`config.mk`:
```
export PLATFORM = sky130hd
export DESIGN_NAME = fb_writer
export DESIGN_NICKNAME = d
export VERILOG_FILES = /design/src/rtl/fb_writer.sv
export SDC_FILE = /design/constraint.sdc
export NUM_CORES = 1
export LEC_CHECK = 0
export CORE_MARGIN = 4
export CORE_UTILIZATION = 50
export DETAILED_ROUTE_END_ITERATION = 8
export MAX_ROUTING_LAYER = met4
export PLACE_DENSITY = 0.7
export SYNTH_ARGS = -nofsm -noshare
export SYNTH_HDL_FRONTEND = slang
export SYNTH_SLANG_ARGS = --single-unit
```
`constraint.sdc`:
```
create_clock -name clk -period 10.65 [get_ports clk]
set_clock_uncertainty 0.2 [all_clocks]
set_input_delay 3.195 -clock clk [delete_from_list [all_inputs] [get_ports clk]]
set_output_delay 3.195 -clock clk [all_outputs]
set_load 0.005 [all_outputs]
```
`src/rtl/fb_writer.sv`:
```
// ============================================================================
// Module  : fb_writer
// Purpose : Pixel-copy stream sink. Decodes screen/tile offsets into linear
//           framebuffer addresses and drains them through a FIFO to the RAM.
// Option  : FB_WRITER_TRANSPARENT_KEY_EN drops magenta-key (15'h7C1F) pixels.
// Revision: 1.0 - initial release
// ============================================================================
`default_nettype none

module fb_writer #(
  parameter int WIDTH      = 320,
  parameter int HEIGHT     = 240,
  parameter int TILE       = 16,
  parameter int FIFO_DEPTH = 8
) (
  input  logic        clk,
  input  logic        reset_n,
  input  logic        mode,
  input  logic [4:0]  tile_col,
  input  logic [3:0]  tile_row,
  input  logic        in_valid,
  input  logic [14:0] in_colour,
  input  logic [16:0] in_offset,
  input  logic        in_finished,
  input  logic        fb_ready,
  output logic        fb_we,
  output logic [16:0] fb_addr,
  output logic [14:0] fb_data,
  output logic        busy,
  output logic        done,
  output logic        overflow
);

  localparam int         c_tw     = $clog2(TILE);
  localparam int         c_aw     = $clog2(FIFO_DEPTH);
  localparam logic [9:0] c_width  = 10'(WIDTH);
  localparam logic [8:0] c_height = 9'(HEIGHT);

  localparam logic [1:0] S_IDLE  = 2'd0;
  localparam logic [1:0] S_RUN   = 2'd1;
  localparam logic [1:0] S_FLUSH = 2'd2;
  localparam logic [1:0] S_DONE  = 2'd3;

  logic [1:0]  r_state;
  logic [1:0]  w_next_state;

  logic        r_mode;
  logic [4:0]  r_tile_col;
  logic [3:0]  r_tile_row;

  logic        w_idle;
  logic        w_accept;
  logic        w_cfg_mode;
  logic [4:0]  w_cfg_col;
  logic [3:0]  w_cfg_row;
  logic [8:0]  w_x;
  logic [7:0]  w_y;
  logic        w_in_range;
  logic        w_keep;

  logic        r_s1_valid;
  logic [8:0]  r_s1_x;
  logic [7:0]  r_s1_y;
  logic [14:0] r_s1_colour;
  logic [16:0] w_addr;

  logic [31:0]  r_mem [FIFO_DEPTH];
  logic [c_aw:0] r_wr_ptr;
  logic [c_aw:0] r_rd_ptr;
  logic        w_fifo_empty;
  logic        w_fifo_full;
  logic        w_push_ok;
  logic        w_pop;
  logic        w_drop;

  logic        r_out_valid;
  logic        w_out_load;
  logic        w_all_empty;

  assign w_idle   = (r_state == S_IDLE);
  assign w_accept = in_valid && (w_idle || r_state == S_RUN);

  // The pixel that leaves S_IDLE carries the configuration it must use.
  assign w_cfg_mode = w_idle ? mode     : r_mode;
  assign w_cfg_col  = w_idle ? tile_col : r_tile_col;
  assign w_cfg_row  = w_idle ? tile_row : r_tile_row;

  always_comb begin
    w_x = in_offset[8:0];
    w_y = in_offset[16:9];
    if (w_cfg_mode) begin
      w_x = (9'(w_cfg_col) << c_tw) + 9'(in_offset[c_tw-1:0]);
      w_y = (8'(w_cfg_row) << c_tw) + 8'(in_offset[2*c_tw-1:c_tw]);
    end
  end

  assign w_in_range = ({1'b0, w_x} < c_width) && ({1'b0, w_y} < c_height);

`ifdef FB_WRITER_TRANSPARENT_KEY_EN
  assign w_keep = (in_colour != 15'h7C1F);
`else
  assign w_keep = 1'b1;
`endif

  always_ff @(posedge clk) begin
    if (!reset_n) begin
      r_mode     <= 1'b0;
      r_tile_col <= '0;
      r_tile_row <= '0;
    end else if (w_idle && in_valid) begin
      r_mode     <= mode;
      r_tile_col <= tile_col;
      r_tile_row <= tile_row;
    end
  end

  // Stage 1: decoded coordinates
  always_ff @(posedge clk) begin
    if (!reset_n) begin
      r_s1_valid  <= 1'b0;
      r_s1_x      <= '0;
      r_s1_y      <= '0;
      r_s1_colour <= '0;
    end else begin
      r_s1_valid  <= w_accept && w_in_range && w_keep;
      r_s1_x      <= w_x;
      r_s1_y      <= w_y;
      r_s1_colour <= in_colour;
    end
  end

  // Stage 2: the FIFO entry itself is the registered linear address.
  assign w_addr = ({9'd0, r_s1_y} * 17'(WIDTH)) + {8'd0, r_s1_x};

  assign w_fifo_empty = (r_wr_ptr == r_rd_ptr);
  assign w_fifo_full  = (r_wr_ptr[c_aw] != r_rd_ptr[c_aw]) &&
                        (r_wr_ptr[c_aw-1:0] == r_rd_ptr[c_aw-1:0]);

  assign w_out_load = !r_out_valid || fb_ready;
  assign w_pop      = w_out_load && !w_fifo_empty;
  assign w_push_ok  = r_s1_valid && (!w_fifo_full || w_pop);
  assign w_drop     = r_s1_valid && w_fifo_full && !w_pop;

  always_ff @(posedge clk) begin
    if (w_push_ok) begin
      r_mem[r_wr_ptr[c_aw-1:0]] <= {w_addr, r_s1_colour};
    end
  end

  always_ff @(posedge clk) begin
    if (!reset_n) begin
      r_wr_ptr <= '0;
      r_rd_ptr <= '0;
    end else begin
      if (w_push_ok) r_wr_ptr <= r_wr_ptr + 1'b1;
      if (w_pop)     r_rd_ptr <= r_rd_ptr + 1'b1;
    end
  end

  always_ff @(posedge clk) begin
    if (!reset_n) begin
      r_out_valid <= 1'b0;
      fb_addr     <= '0;
      fb_data     <= '0;
    end else if (w_out_load) begin
      r_out_valid <= !w_fifo_empty;
      if (w_pop) begin
        {fb_addr, fb_data} <= r_mem[r_rd_ptr[c_aw-1:0]];
      end
    end
  end

  assign fb_we = r_out_valid;

  always_ff @(posedge clk) begin
    if (!reset_n)               overflow <= 1'b0;
    else if (w_drop)            overflow <= 1'b1;
    else if (w_idle && in_valid) overflow <= 1'b0;
  end

  assign w_all_empty = !r_s1_valid && w_fifo_empty && !r_out_valid;

  always_ff @(posedge clk) begin
    if (!reset_n) r_state <= S_IDLE;
    else          r_state <= w_next_state;
  end

  always_comb begin
    w_next_state = r_state;
    case (r_state)
      S_IDLE: begin
        if (in_valid && in_finished) w_next_state = S_FLUSH;
        else if (in_valid)           w_next_state = S_RUN;
        else if (in_finished)        w_next_state = S_DONE;
      end
      S_RUN:   if (in_finished) w_next_state = S_FLUSH;
      S_FLUSH: if (w_all_empty) w_next_state = S_DONE;
      S_DONE:  w_next_state = S_IDLE;
      default: w_next_state = S_IDLE;
    endcase
  end

  always_comb begin
    busy = (r_state != S_IDLE);
    done = (r_state == S_DONE);
  end

endmodule

`default_nettype wire

```
Yosys cells after proc, flatten, opt, wreduce, memory -nomap -nowiden
Memory sizes are Yosys's and may differ from the RTL's. A register that Yosys moved wholly into a read port is not among the register bits. Index checks and enable logic that the tools add are counted.

Add/subtract/negate cells: 5. Multipliers: 1. Divide/modulo/power cells: 0. $lt $le $gt $ge: 2. Equal/unequal tests: 9. Shift-type cells: 0. Mux-type cells: 15. Bitwise gates (word level): 0. Reductions and logical operators: 26.

Operators by type and width (count): adder 17 x 9 -> 17 bit (1); logical AND 1 bit (12); multiplier 8 x 3 -> 11 bit, second input constant (1); two-way mux 2 bit (5); adder 9 x 4 -> 9 bit (1); less-than comparator 9 bit, second input constant (1); two-way mux 9 bit (1); adder 4 x 1 -> 4 bit, second input constant (2); adder 8 x 4 -> 8 bit (1); less-than comparator 8 bit, second input constant (1); two-way mux 8 bit (1); case mux 2 bit (4 select lines) (1); logical NOT 1 bit (6); two-way mux 1 bit (5); two-way mux 5 bit (1); == test 2 bit, second input constant (2); == test 4 bit (1); two-way mux 4 bit (1); inequality test 2 bit, second input constant (2); inequality test 4 x 3 -> 1 bit, second input constant (1); nonzero test 2 bit (2); == test 3 bit (1); logical OR 1 bit (3); AND reduction 3 bit (1); 4 further kinds (4).

Register bits: 55. Bits in latches: 0. Memory bits (writable): 256. ROM bits: 0. Input port bits: 47. Output and inout port bits: 36. Memories kept: 1.

Memories: r_mem (depth 8, bits a word 32, rd ports 1, clocked after memory_dff 1, wr ports 1, RTL line 67) `logic [31:0] r_mem [FIFO_DEPTH];`.

Logic depth before layout (Yosys ltp)
Gate-level depths: netlist of the first run.

Depth after elaboration: 7. Gate-level depth with buffers: 8. Depth with buffers taken out: 8.

Least setup slack after synthesis of the first run
Ideal clock, no wire load.

Kind: in2reg. From: input fb_ready. To: memory r_mem[0][0], enable pin. Library setup time: 502 ps. Arrival time: 6562 ps. Required time: 9948 ps. Slack: 3386 ps. Stages on the path: 4. Buffers on the path: 0. Cell sequence: nor2b_1 nand2b_1 o21ai_2 nor4_1.

Longest elaborated chain between the ends: 6.

Ends and longest elaborated chain: from (decl) (RTL line 25) `input logic fb_ready,`; logical OR 1 bit (RTL line 139) `assign w_out_load = !r_out_valid || fb_ready;`; logical AND 1 bit (RTL line 140) `assign w_pop = w_out_load && !w_fifo_empty;`; logical OR 1 bit (RTL line 141) `assign w_push_ok = r_s1_valid && (!w_fifo_full || w_pop);`; logical AND 1 bit (RTL line 141); two-way mux 1 bit (RTL line 145) `if (w_push_ok) begin`; two-way mux 1 bit (implied by the code) (RTL line 146) `r_mem[r_wr_ptr[c_aw-1:0]] <= {w_addr, r_s1_colour};`; to (decl) (RTL line 67).

No other way between the ends.

Final worst setup path of the first run
From: register r_state[0]. To: output busy.

Longest elaborated chain between the ends: 1.

Ends and longest elaborated chain: from (decl) (RTL line 44) `logic [1:0] r_state;`; from (signal assigned) (RTL line 185) `else r_state <= w_next_state;`; nonzero test 2 bit (RTL line 204) `busy = (r_state != S_IDLE);`; to (decl) (RTL line 29) `output logic busy,`.

No other way between the ends.

==> metrics.log, run 1 <==
[metrics] origin of the critical flop-to-flop path: r_s1_y[1]
[metrics] Synth top area share: between 50% and 60%
[metrics] final total power: about 3.7 mW
[metrics] Syn Nets: around 860
[metrics] P_sw: a little over 1 mW
[metrics] overall overflow remaining after global route: 0
[metrics] instance count of the mapped netlist: 787
[metrics] buffer count from post-CTS setup fixing: 0
[metrics] number of diodes added for antenna fixing: 0
[metrics] Critical Setup Path Class: register to primary output
[metrics] initial drt markers: about 460
[metrics] worst setup slack for register-to-register paths: slightly above 7 ns
[metrics] most frequently used cell type in the post-synthesis netlist: sky130_fd_sc_hd__edfxtp_1
[metrics] share of total power in sequential cells: 44.9%
[metrics] cell area after technology mapping: about 0.014 mm2
[metrics] Antenna Violating Nets Remaining: 0
[metrics] Worst Min Path Start: r_tile_col[4]
[metrics] startpoint kind of the worst setup timing path: register
[metrics] type of the tightest min-delay check: register to register
[metrics] fill count: 1996
[metrics] DR WL/cell: between 20 and 25 um
[metrics] antenna violations before repair: 0
[metrics] combinational share of power: between 20% and 30%
[metrics] via count of the routed design: a little under 7k
[metrics] Rel. slew slack: between 20 and 25%
[metrics] number of clock sinks seen by CTS: roughly 340
[metrics] final-report hold violation count: 0
[metrics] global-route wire length before repair: between 30000 and 40000 um
[metrics] Avg Synthesized Cell Area: 17.4 um2
[metrics] Synth area leaders: sky130_fd_sc_hd__edfxtp_1 56%, sky130_fd_sc_hd__dfxtp_1 13%, sky130_fd_sc_hd__mux4_2 10%, sky130_fd_sc_hd__mux2i_1 3.6%, sky130_fd_sc_hd__a211oi_2 2.8%
[metrics] final hold slack: ~0.25 ns
[metrics] last weighted congestion value of the routability-driven placer: 0.774
[metrics] via count of the first global-routing pass: between 7k and 8k
[metrics] internal portion of total power: around 2.7 mW
[metrics] Worst Hold Path Cells: 2
[metrics] Final TNS setup: 0 ns
[metrics] cells on worst reg2reg path: 8
[metrics] number of distinct standard cells referenced by the synthesized netlist: between 50 and 60
[metrics] core region area: ~0.027 mm2
[metrics] CTS Buffer Depth: 3
[metrics] Tightest Pin Transition: between 1 and 1.5 ns
[metrics] x dimension of the die: between 150 and 200 um
[metrics] Skew-Pair Late Insertion Delay: 0.50 ns
[metrics] total die area: between 0.03 and 0.04 mm2
[metrics] Inst Count DP: about 1.2k
[metrics] number of gates resized after CTS: 0
[metrics] final critical delay including setup and external delays: roughly 5.7 ns
[metrics] total of max-cap violations: 0
[metrics] signal arrival time at the worst endpoint: 2.33 ns
[metrics] number of I/O pins: a little over 80
[metrics] Post-CTS Hold Buffers: 0
[metrics] post-synthesis to final-layout area growth: 16.5%
[metrics] layout net count: about 950
[metrics] flip-flop cell with the highest count after synthesis: sky130_fd_sc_hd__edfxtp_1
[metrics] end point of the worst hold path: r_tile_col[4]
[metrics] TritonCTS clock tree: built
[metrics] top cells by instance count after synthesis: 256 x sky130_fd_sc_hd__edfxtp_1, 87 x sky130_fd_sc_hd__dfxtp_1, 66 x sky130_fd_sc_hd__nor2_1
[metrics] router iterations before antenna repair: 4
[metrics] flip-flop and latch count after synthesis: 343
[metrics] endpoints failing setup: 0
[metrics] part of the power in the clock network: roughly a third
[metrics] port buffer count: a little over 80
[metrics] proportion of synthesized chip area in sequential cells: 69.0%
[metrics] leakage component of the power: between 5 and 6 nW
[metrics] ratio of cells with drive above 1 in the final layout: a little under a fifth
[metrics] Inserted Clock Buffers: 35
[metrics] power density over cell area: ~240 mW/mm2
[metrics] H-tree depth reported by CTS: 2
[metrics] Max Clk Rate: around 170 MHz
[metrics] total number of yosys warnings: 0
[metrics] Reg2Reg Capture Point: r_mem[0][31]
[metrics] post-synth top area cell: sky130_fd_sc_hd__edfxtp_1
[metrics] die height: between 150 and 200 um
[metrics] Site Rows: 60
[metrics] Root Buffer Master: sky130_fd_sc_hd__clkbuf_16
[metrics] maximum vdd drop: approximately 0.22 mV
[metrics] dpl ws: between 4 and 5 ns
[metrics] nature of the critical path endpoint: primary output
[metrics] Residual DRC: 0
[metrics] outcome: finished, final reports clean
[metrics] number of standard cells in the final layout excluding fillers: ~1.2k
[metrics] Overall Global Routing Usage: around 17%
[metrics] unrepaired setup endpoints after global routing: no
[metrics] HPWL after detailed placement: between 10000 and 15000 um
[metrics] largest fanout of any net on the critical path: 20
[metrics] critical path data required time: between 7 and 8 ns
[metrics] Final Worst Setup Slack: 4.93 ns
[metrics] number of synthesized flops with an enable pin: around 260
[metrics] period utilization: 53.7%
[metrics] final count of pins violating max slew: 0
[metrics] clock transition at the registers of the reported paths: ~0.060 ns
[metrics] pin count of the biggest net entering global routing: 67
[metrics] starting density of the core: between 50% and 60%
[metrics] aggregate routed wire length: between 20000 and 25000 um
[metrics] net switching share of the total power: about 28%
[metrics] share of synthesized flip-flops with an asynchronous set or reset: 0%
[metrics] average via count per standard cell: 5.53
==> critical path, cell delays in order, from the launching register on <==
cell	delay [ns]
sky130_fd_sc_hd__dfxtp_1	0.34
sky130_fd_sc_hd__inv_1	0.09
sky130_fd_sc_hd__ha_1	0.69
sky130_fd_sc_hd__inv_1	0.21
sky130_fd_sc_hd__clkdlybuf4s50_1	0.50
==> layout by cell type (no fill, tap or decap), types with 4 or more instances in the layout <==
master                            synthesis  layout
sky130_fd_sc_hd__edfxtp_1               256     256
sky130_fd_sc_hd__dfxtp_1                 87      84
sky130_fd_sc_hd__clkdlybuf4s50_1          0      82
sky130_fd_sc_hd__nor2_1                  66      64
sky130_fd_sc_hd__mux4_2                  61      61
sky130_fd_sc_hd__mux2i_1                 49      49
sky130_fd_sc_hd__clkbuf_16                0      36
sky130_fd_sc_hd__a211oi_2                31      31
sky130_fd_sc_hd__nand2_1                 27      27
sky130_fd_sc_hd__a21oi_1                 25      24
sky130_fd_sc_hd__and2_1                  21      21
sky130_fd_sc_hd__ha_1                    21      21
sky130_fd_sc_hd__buf_4                    8      14
sky130_fd_sc_hd__clkbuf_1                10      13
sky130_fd_sc_hd__xnor2_1                 10      10
sky130_fd_sc_hd__inv_1                    9       9
sky130_fd_sc_hd__xor2_1                   8       8
sky130_fd_sc_hd__a211oi_1                 8       8
sky130_fd_sc_hd__nor2b_1                  6       6
sky130_fd_sc_hd__clkbuf_8                 0       6
sky130_fd_sc_hd__nand3_1                  4       4
sky130_fd_sc_hd__nor3_2                   0       4
sky130_fd_sc_hd__o211ai_1                 4       4
sky130_fd_sc_hd__clkinv_2                 0       4
==> cell type report <==
cell class | count | area (um2) | area share, %
tap | 341 | 427 | 2.68
inverter | 10 | 37.5 | 0.236
sequential | 343 | 9440 | 59.3
timing repair buffer | 96 | 926 | 5.82
clock inverter | 9 | 109 | 0.684
clock buffer | 55 | 1030 | 6.49
multi-input combinational | 389 | 3940 | 24.8
==> per-layer routing <==
layer  global-route usage (%)  wire length, um
met2                     27.1            12100
met3                     2.66             1130
met5                        -                0
met4                     3.46              326
met1                     24.2            11400
==> registers in the layout, indices dropped and copies added (netlist names), 5 cells and up <==
register,flops
r_mem,256
fb_addr,17
r_s1_y,8
fb_data,15
r_s1_colour,15
r_s1_x,9
r_tile_col,5
==> how the worst max path moves through the flow <==
stage              endpoint  cells after the start  slack, ns  startpoint
2_1_floorplan   r_mem[0][0]                      4       3.39    fb_ready
3_3_place_gp   r_mem[2][22]                      6       4.71    fb_ready
3_5_place_dp   r_mem[2][22]                      6       4.60    fb_ready
4_1_cts                busy                      4       4.90  r_state[0]
5_1_grt                busy                      4       4.78  r_state[0]
6_report               busy                      4       4.93  r_state[0]
==> kinds of logic (layout without fill, tap and decap cells) <==
logic type | after synthesis | count (layout) | share of synthesized area (%)
flip-flops | 343 | 343 | 69.0
AND/OR/NAND/NOR | 142 | 142 | 4.71
multiplexers | 113 | 113 | 14.2
AO/OA/AOI/OAI | 90 | 90 | 5.73
buffers and inverters | 55 | 170 | 2.57
adder cells (fa/ha/maj) | 23 | 23 | 2.22
XOR/XNOR | 21 | 21 | 1.51
==> power by group through the flow <==
stage | combinational (mW) | sequential (mW) | clock, mW
finish | 0.871 | 1.68 | 1.19
detailed placement | 0.877 | 1.71 | 0
global placement | 0.861 | 1.71 | 0
global route | 0.959 | 1.69 | 1.28
floorplan | 0.683 | 1.67 | 0
CTS | 0.884 | 1.68 | 1.22
==> metrics by stage <==
stage	util (%)	cell area (um2)
CTS	59.2	15900
detailed placement	54.9	14800
global route	59.2	15900
finish	59.2	15900
global placement	54.9	14800
floorplan	-	13700
No activity file was read; power rests on OpenSTA's default activity.
==> run 2: changes to the inputs <==
- clock period: 10.65 -> 5.75 ns (I/O delays scaled with it)
==> run 2 against run 1 <==
Effect of this change:
- flip-flop and latch count unchanged
- count of clock-buffer cells in the layout decreased by 9
- setup slack lost 3.4 ns
- hold slack better by 0.0023 ns
- critical endpoint unchanged
==> metrics.log, run 2 (synthesis results as in run 1) <==
[metrics] outcome: finished, final reports clean
[metrics] Post-CTS Hold Buffers: 0
[metrics] internal portion of total power: around 5.2 mW
[metrics] fin area: between 0.015 and 0.02 mm2
[metrics] HPWL after detailed placement: approximately 15000 um
[metrics] Skew-Pair Late Insertion Delay: ~0.50 ns
[metrics] critical path data required time: ~3.8 ns
[metrics] nature of the critical path endpoint: primary output
[metrics] last weighted congestion value of the routability-driven placer: ~0.78
[metrics] type of the tightest min-delay check: register to register
[metrics] signal arrival time at the worst endpoint: 2.33 ns
[metrics] buffering stage count on the worst path with inverters included: 3
[metrics] via count of the first global-routing pass: just over 7k
[metrics] leakage component of the power: between 5 and 6 nW
[metrics] startpoint kind of the worst setup timing path: register
[metrics] total of max-cap violations: 0
[metrics] Root Buffer Master: sky130_fd_sc_hd__clkbuf_16
[metrics] dpl ws: 1.30 ns
[metrics] endpoints failing setup: 0
[metrics] Site Rows: 60
[metrics] net switching share of the total power: 27.2%
[metrics] Residual DRC: 0
[metrics] global-route wire length before repair: roughly 40000 um
[metrics] buffer count from post-CTS setup fixing: 0
[metrics] unrepaired setup endpoints after global routing: no
[metrics] clock transition at the registers of the reported paths: about 0.06 ns
[metrics] number of diodes added for antenna fixing: 0
[metrics] Post-Place Cell Area: 0.0148 mm2
[metrics] pin count of the biggest net entering global routing: 67
[metrics] Critical Setup Path Class: register to primary output
[metrics] Inserted Clock Buffers: 34
[metrics] port buffer count: 82
[metrics] combinational share of power: around 23%
[metrics] H-tree depth reported by CTS: 2
[metrics] Worst Min Path Start: r_tile_col[1]
[metrics] CTS Buffer Depth: 3
[metrics] Max Clk Rate: ~230 MHz
[metrics] share of total power in sequential cells: between 40% and 50%
[metrics] x dimension of the die: roughly 170 um
[metrics] core region area: around 0.027 mm2
[metrics] CP startpoint: r_state[0]
[metrics] Slowest Stage Delay on Critical Path: roughly 0.69 ns
[metrics] average via count per standard cell: 5.60
[metrics] number of I/O pins: 83
[metrics] ratio of cells with drive above 1 in the final layout: 20.0%
[metrics] total die area: 0.0300 mm2
[metrics] die height: around 170 um
[metrics] final critical delay including setup and external delays: between 4 and 5 ns
[metrics] Final Worst Setup Slack: around 1.5 ns
[metrics] final total power: about 7.1 mW
[metrics] overall overflow remaining after global route: 0
[metrics] DR WL/cell: between 15 and 20 um
[metrics] final hold slack: around 0.25 ns
[metrics] top library cells by usage in the layout, fill and taps aside: 256 x sky130_fd_sc_hd__edfxtp_1, 84 x sky130_fd_sc_hd__dfxtp_1, 82 x sky130_fd_sc_hd__clkdlybuf4s50_1
[metrics] maximum vdd drop: ~0.23 mV
[metrics] via count of the routed design: around 7k
[metrics] Overall Global Routing Usage: about 17%
[metrics] commonest non-fill, non-tap cell in the layout: sky130_fd_sc_hd__edfxtp_1
[metrics] number of flip-flops in the largest register: 256
[metrics] power density over cell area: about 450 mW/mm2
[metrics] origin of the critical flop-to-flop path: r_s1_y[1]
[metrics] largest fanout of any net on the critical path: 20
[metrics] layout net count: ~950
[metrics] Crit path max-delay family: buffers and inverters
[metrics] TritonCTS clock tree: built
[metrics] P_sw: between 1.5 and 2 mW
[metrics] number of gates resized after CTS: 0
[metrics] Final TNS setup: 0 ns
[metrics] Rel. slew slack: between 20% and 30%
[metrics] number of clock sinks seen by CTS: roughly 340
[metrics] router iterations before antenna repair: 5
[metrics] period utilization: around 74%
[metrics] antenna violations before repair: 0
[metrics] initial drt markers: 494
[metrics] starting density of the core: 50.8%
[metrics] final-report hold violation count: 0
[metrics] fill count: around 2k
[metrics] final count of pins violating max slew: 0
[metrics] post-synthesis to final-layout area growth: 17.5%
[metrics] cell-by-cell trace of the critical path: inv_1, ha_1, inv_1, clkdlybuf4s50_1
[metrics] sequential cell area in the final layout: between 0.009 and 0.01 mm2
[metrics] part of the power in the clock network: 33.5%
[metrics] most repeated library cell on the critical path: sky130_fd_sc_hd__inv_1
[metrics] aggregate routed wire length: 24800 um
[metrics] combined area of the multi-input logic cells: approximately 0.0040 mm2
[metrics] Antenna Violating Nets Remaining: 0
[metrics] Tightest Pin Transition: between 1 and 1.5 ns
[metrics] slowest CP cell: sky130_fd_sc_hd__ha_1
-- run 2: worst register-to-register path, delay by kind of cell, from the launching register on --
family          cells  cell delay, ns
simple gates        2            0.27
flops               1            0.34
fa+ha+maj           3            0.96
compound gates      2            1.14
xor+xnor            1            0.25
-- run 2: final timing paths --
path                                       to  slack, ns  cells after the start
worst max-delay path                     busy       1.49                      4
worst min-delay path            r_tile_col[1]       0.25                      2
worst max register to register   r_mem[0][31]       2.26                      8
worst min register to register  r_tile_col[1]       0.25                      2
-- run 2: per-layer routing --
layer | track usage [%] | wire [um] | vias up
li1 | - | - | 3238
met1 | 24.3 | 11400 | 3533
met2 | 26.9 | 11900 | 164
met3 | 2.57 | 1180 | 25
met4 | 3.79 | 333 | 0
met5 | - | 0 | -
-- run 2: cell type report --
type                            instances  share of cell area [%]
Clock buffer                           46                    6.23
Clock inverter                         16                    1.49
Inverter                               10                   0.234
Multi-Input combinational cell        389                    24.6
Sequential cell                       343                    58.8
Tap cell                              341                    2.66
Timing Repair Buffer                   98                    5.94
-- run 2: power by group through the flow --
stage | Clock [mW] | Combinational (mW) | Sequential [mW]
2_1_floorplan | 0 | 1.27 | 3.10
3_3_place_gp | 0 | 1.62 | 3.16
3_5_place_dp | 0 | 1.65 | 3.17
4_1_cts | 2.43 | 1.67 | 3.12
5_1_grt | 2.54 | 1.80 | 3.14
6_report | 2.39 | 1.64 | 3.11
-- run 2: stage by stage --
step / instances / util, %
global placement: 1181 / 55.1
floorplan: 787 / -
finish: 1243 / 59.7
CTS: 1243 / 59.7
detailed placement: 1181 / 55.1
global route: 1243 / 59.7
==> run 3: changes to the inputs <==
- clock period: 5.75 -> 4.1 ns (I/O delays scaled with it)
==> run 3 against run 2 <==
Effect of this change:
- sequential share of layout area about the same
- largest cell class unchanged
- setup slack got worse by 0.69 ns
- routed wire length increased by 2.7%
- largest power group unchanged
- core utilization about the same
- combinational power increased by 47%
==> metrics.log, run 3 (synthesis results as in run 1) <==
[metrics] leakage component of the power: between 5 and 6 nW
[metrics] total die area: roughly 0.030 mm2
[metrics] fill count: 1998
[metrics] port buffer count: between 80 and 90
[metrics] type of the tightest min-delay check: register to register
[metrics] last weighted congestion value of the routability-driven placer: ~0.77
[metrics] die height: between 150 and 200 um
[metrics] Antenna Violating Nets Remaining: 0
[metrics] critical path data required time: approximately 4.1 ns
[metrics] total of max-cap violations: 0
[metrics] layout net count: around 960
[metrics] commonest non-fill, non-tap cell in the layout: sky130_fd_sc_hd__edfxtp_1
[metrics] outcome: finished, final reports clean
[metrics] Overall Global Routing Usage: between 15 and 20%
[metrics] initial drt markers: 556
[metrics] Post-CTS Hold Buffers: 0
[metrics] router iterations before antenna repair: 4
[metrics] Skew-Pair Late Insertion Delay: around 0.51 ns
[metrics] Rel. slew slack: between 30 and 40%
[metrics] endpoints failing setup: 0
[metrics] ratio of cells with drive above 1 in the final layout: between 20% and 30%
[metrics] global-route wire length before repair: between 40000 and 50000 um
[metrics] final hold slack: 0.253 ns
[metrics] x dimension of the die: about 170 um
[metrics] via count of the routed design: ~7k
[metrics] average via count per standard cell: approximately 5.6
[metrics] top library cells by usage in the layout, fill and taps aside: 256 x sky130_fd_sc_hd__edfxtp_1, 84 x sky130_fd_sc_hd__dfxtp_1, 82 x sky130_fd_sc_hd__clkdlybuf4s50_1
[metrics] Max Clk Rate: a little over 300 MHz
[metrics] fin area: 0.0160 mm2
[metrics] final count of pins violating max slew: 0
[metrics] origin of the critical flop-to-flop path: r_s1_y[1]
[metrics] DR WL/cell: between 20 and 25 um
[metrics] Site Rows: 60
[metrics] Tightest Pin Transition: 0.993 ns
[metrics] aggregate routed wire length: 25500 um
[metrics] overall overflow remaining after global route: 0
[metrics] period utilization: between 80% and 90%
[metrics] number of gates resized after CTS: 0
[metrics] buffer count from post-CTS setup fixing: 0
[metrics] combined area of the multi-input logic cells: 0.00395 mm2
[metrics] signal arrival time at the worst endpoint: approximately 3.3 ns
[metrics] sequential cell area in the final layout: approximately 0.0094 mm2
[metrics] HPWL after detailed placement: 15200 um
[metrics] antenna violations before repair: 1
[metrics] number of I/O pins: 83
[metrics] CTS Buffer Depth: 3
[metrics] Post-Place Cell Area: approximately 0.015 mm2
[metrics] maximum vdd drop: roughly 0.38 mV
[metrics] Final TNS setup: 0 ns
[metrics] startpoint kind of the worst setup timing path: register
[metrics] pin count of the biggest net entering global routing: 67
[metrics] final-report hold violation count: 0
[metrics] final total power: about 9.8 mW
[metrics] final critical delay including setup and external delays: about 3.3 ns
[metrics] Inserted Clock Buffers: 36
[metrics] clock transition at the registers of the reported paths: 0.06 ns
[metrics] Residual DRC: 0
[metrics] number of clock sinks seen by CTS: 343
[metrics] power density over cell area: about 610 mW/mm2
[metrics] H-tree depth reported by CTS: 2
[metrics] TritonCTS clock tree: built
[metrics] starting density of the core: about half
[metrics] number of diodes added for antenna fixing: 0
[metrics] Worst Min Path Start: r_tile_row[3]
[metrics] largest fanout of any net on the critical path: 8
[metrics] Root Buffer Master: sky130_fd_sc_hd__clkbuf_16
[metrics] via count of the first global-routing pass: just over 7k
[metrics] core region area: ~0.027 mm2
[metrics] number of flip-flops in the largest register: 256
[metrics] Critical Setup Path Class: register to register
[metrics] nature of the critical path endpoint: register
[metrics] CP startpoint: r_s1_y[1]
[metrics] unrepaired setup endpoints after global routing: no
[metrics] post-synthesis to final-layout area growth: 17.5%
[run 3: cell count changes in the layout (fill, tap and decap cells not counted), moves of 3 or more]
| cell | delta |
|---|---|
| sky130_fd_sc_hd__clkbuf_1 | +3 |
| sky130_fd_sc_hd__bufinv_16 | -4 |
| sky130_fd_sc_hd__buf_12 | +3 |
| sky130_fd_sc_hd__clkinv_1 | +5 |
| sky130_fd_sc_hd__buf_4 | +7 |
[run 3: cell type report]
class	instances	area share, %
Multi-Input combinational cell	389	24.6
Clock buffer	47	6.13
Clock inverter	19	0.936
Sequential cell	343	58.8
Tap cell	341	2.66
Inverter	10	0.234
Timing Repair Buffer	108	6.64
[run 3: path summary, 6_finish.rpt]
path / end / slack, ns / depth (start not counted)
worst min register to register: r_tile_row[3] / 0.25 / 2
worst max register to register: r_mem[5][29] / 0.80 / 8
worst max-delay path: r_mem[5][29] / 0.80 / 8
worst min-delay path: r_tile_row[3] / 0.25 / 2
[run 3: critical path, cell delays in order, from the launching register on]
cell and delay, ns:
sky130_fd_sc_hd__dfxtp_1 0.33, sky130_fd_sc_hd__ha_1 0.30, sky130_fd_sc_hd__ha_1 0.25, sky130_fd_sc_hd__fa_1 0.42, sky130_fd_sc_hd__a211oi_1 0.30, sky130_fd_sc_hd__nor2_1 0.10, sky130_fd_sc_hd__xor2_1 0.26, sky130_fd_sc_hd__nand3b_1 0.16
sky130_fd_sc_hd__xnor2_1 0.65
[run 3: report_power, final]
part,leakage (nW),switching (mW),total (mW),internal (mW)
Combinational,1.70,1.31,2.41,1.10
Clock,0.552,1.27,3.09,1.82
Sequential,3.06,0.182,4.34,4.16
Total,5.32,2.75,9.84,7.08
[run 3: metrics by stage]
step | setup WS, ns | cells | util, %
after floorplan | -0.354 | 787 | -
after global placement | 0.392 | 1191 | 55.5
after detailed placement | 0.356 | 1191 | 55.5
after CTS | 0.790 | 1257 | 59.7
after global routing | 0.683 | 1257 | 59.7
final | 0.805 | 1257 | 59.7
[run 3: per-layer routing]
metal	wire length (um)	global-route usage, %	vias up
met3	1240	3.25	34
met4	411	4.22	0
met1	11400	24.3	3546
met2	12500	28.0	180
li1	-	-	3258
met5	0	-	-
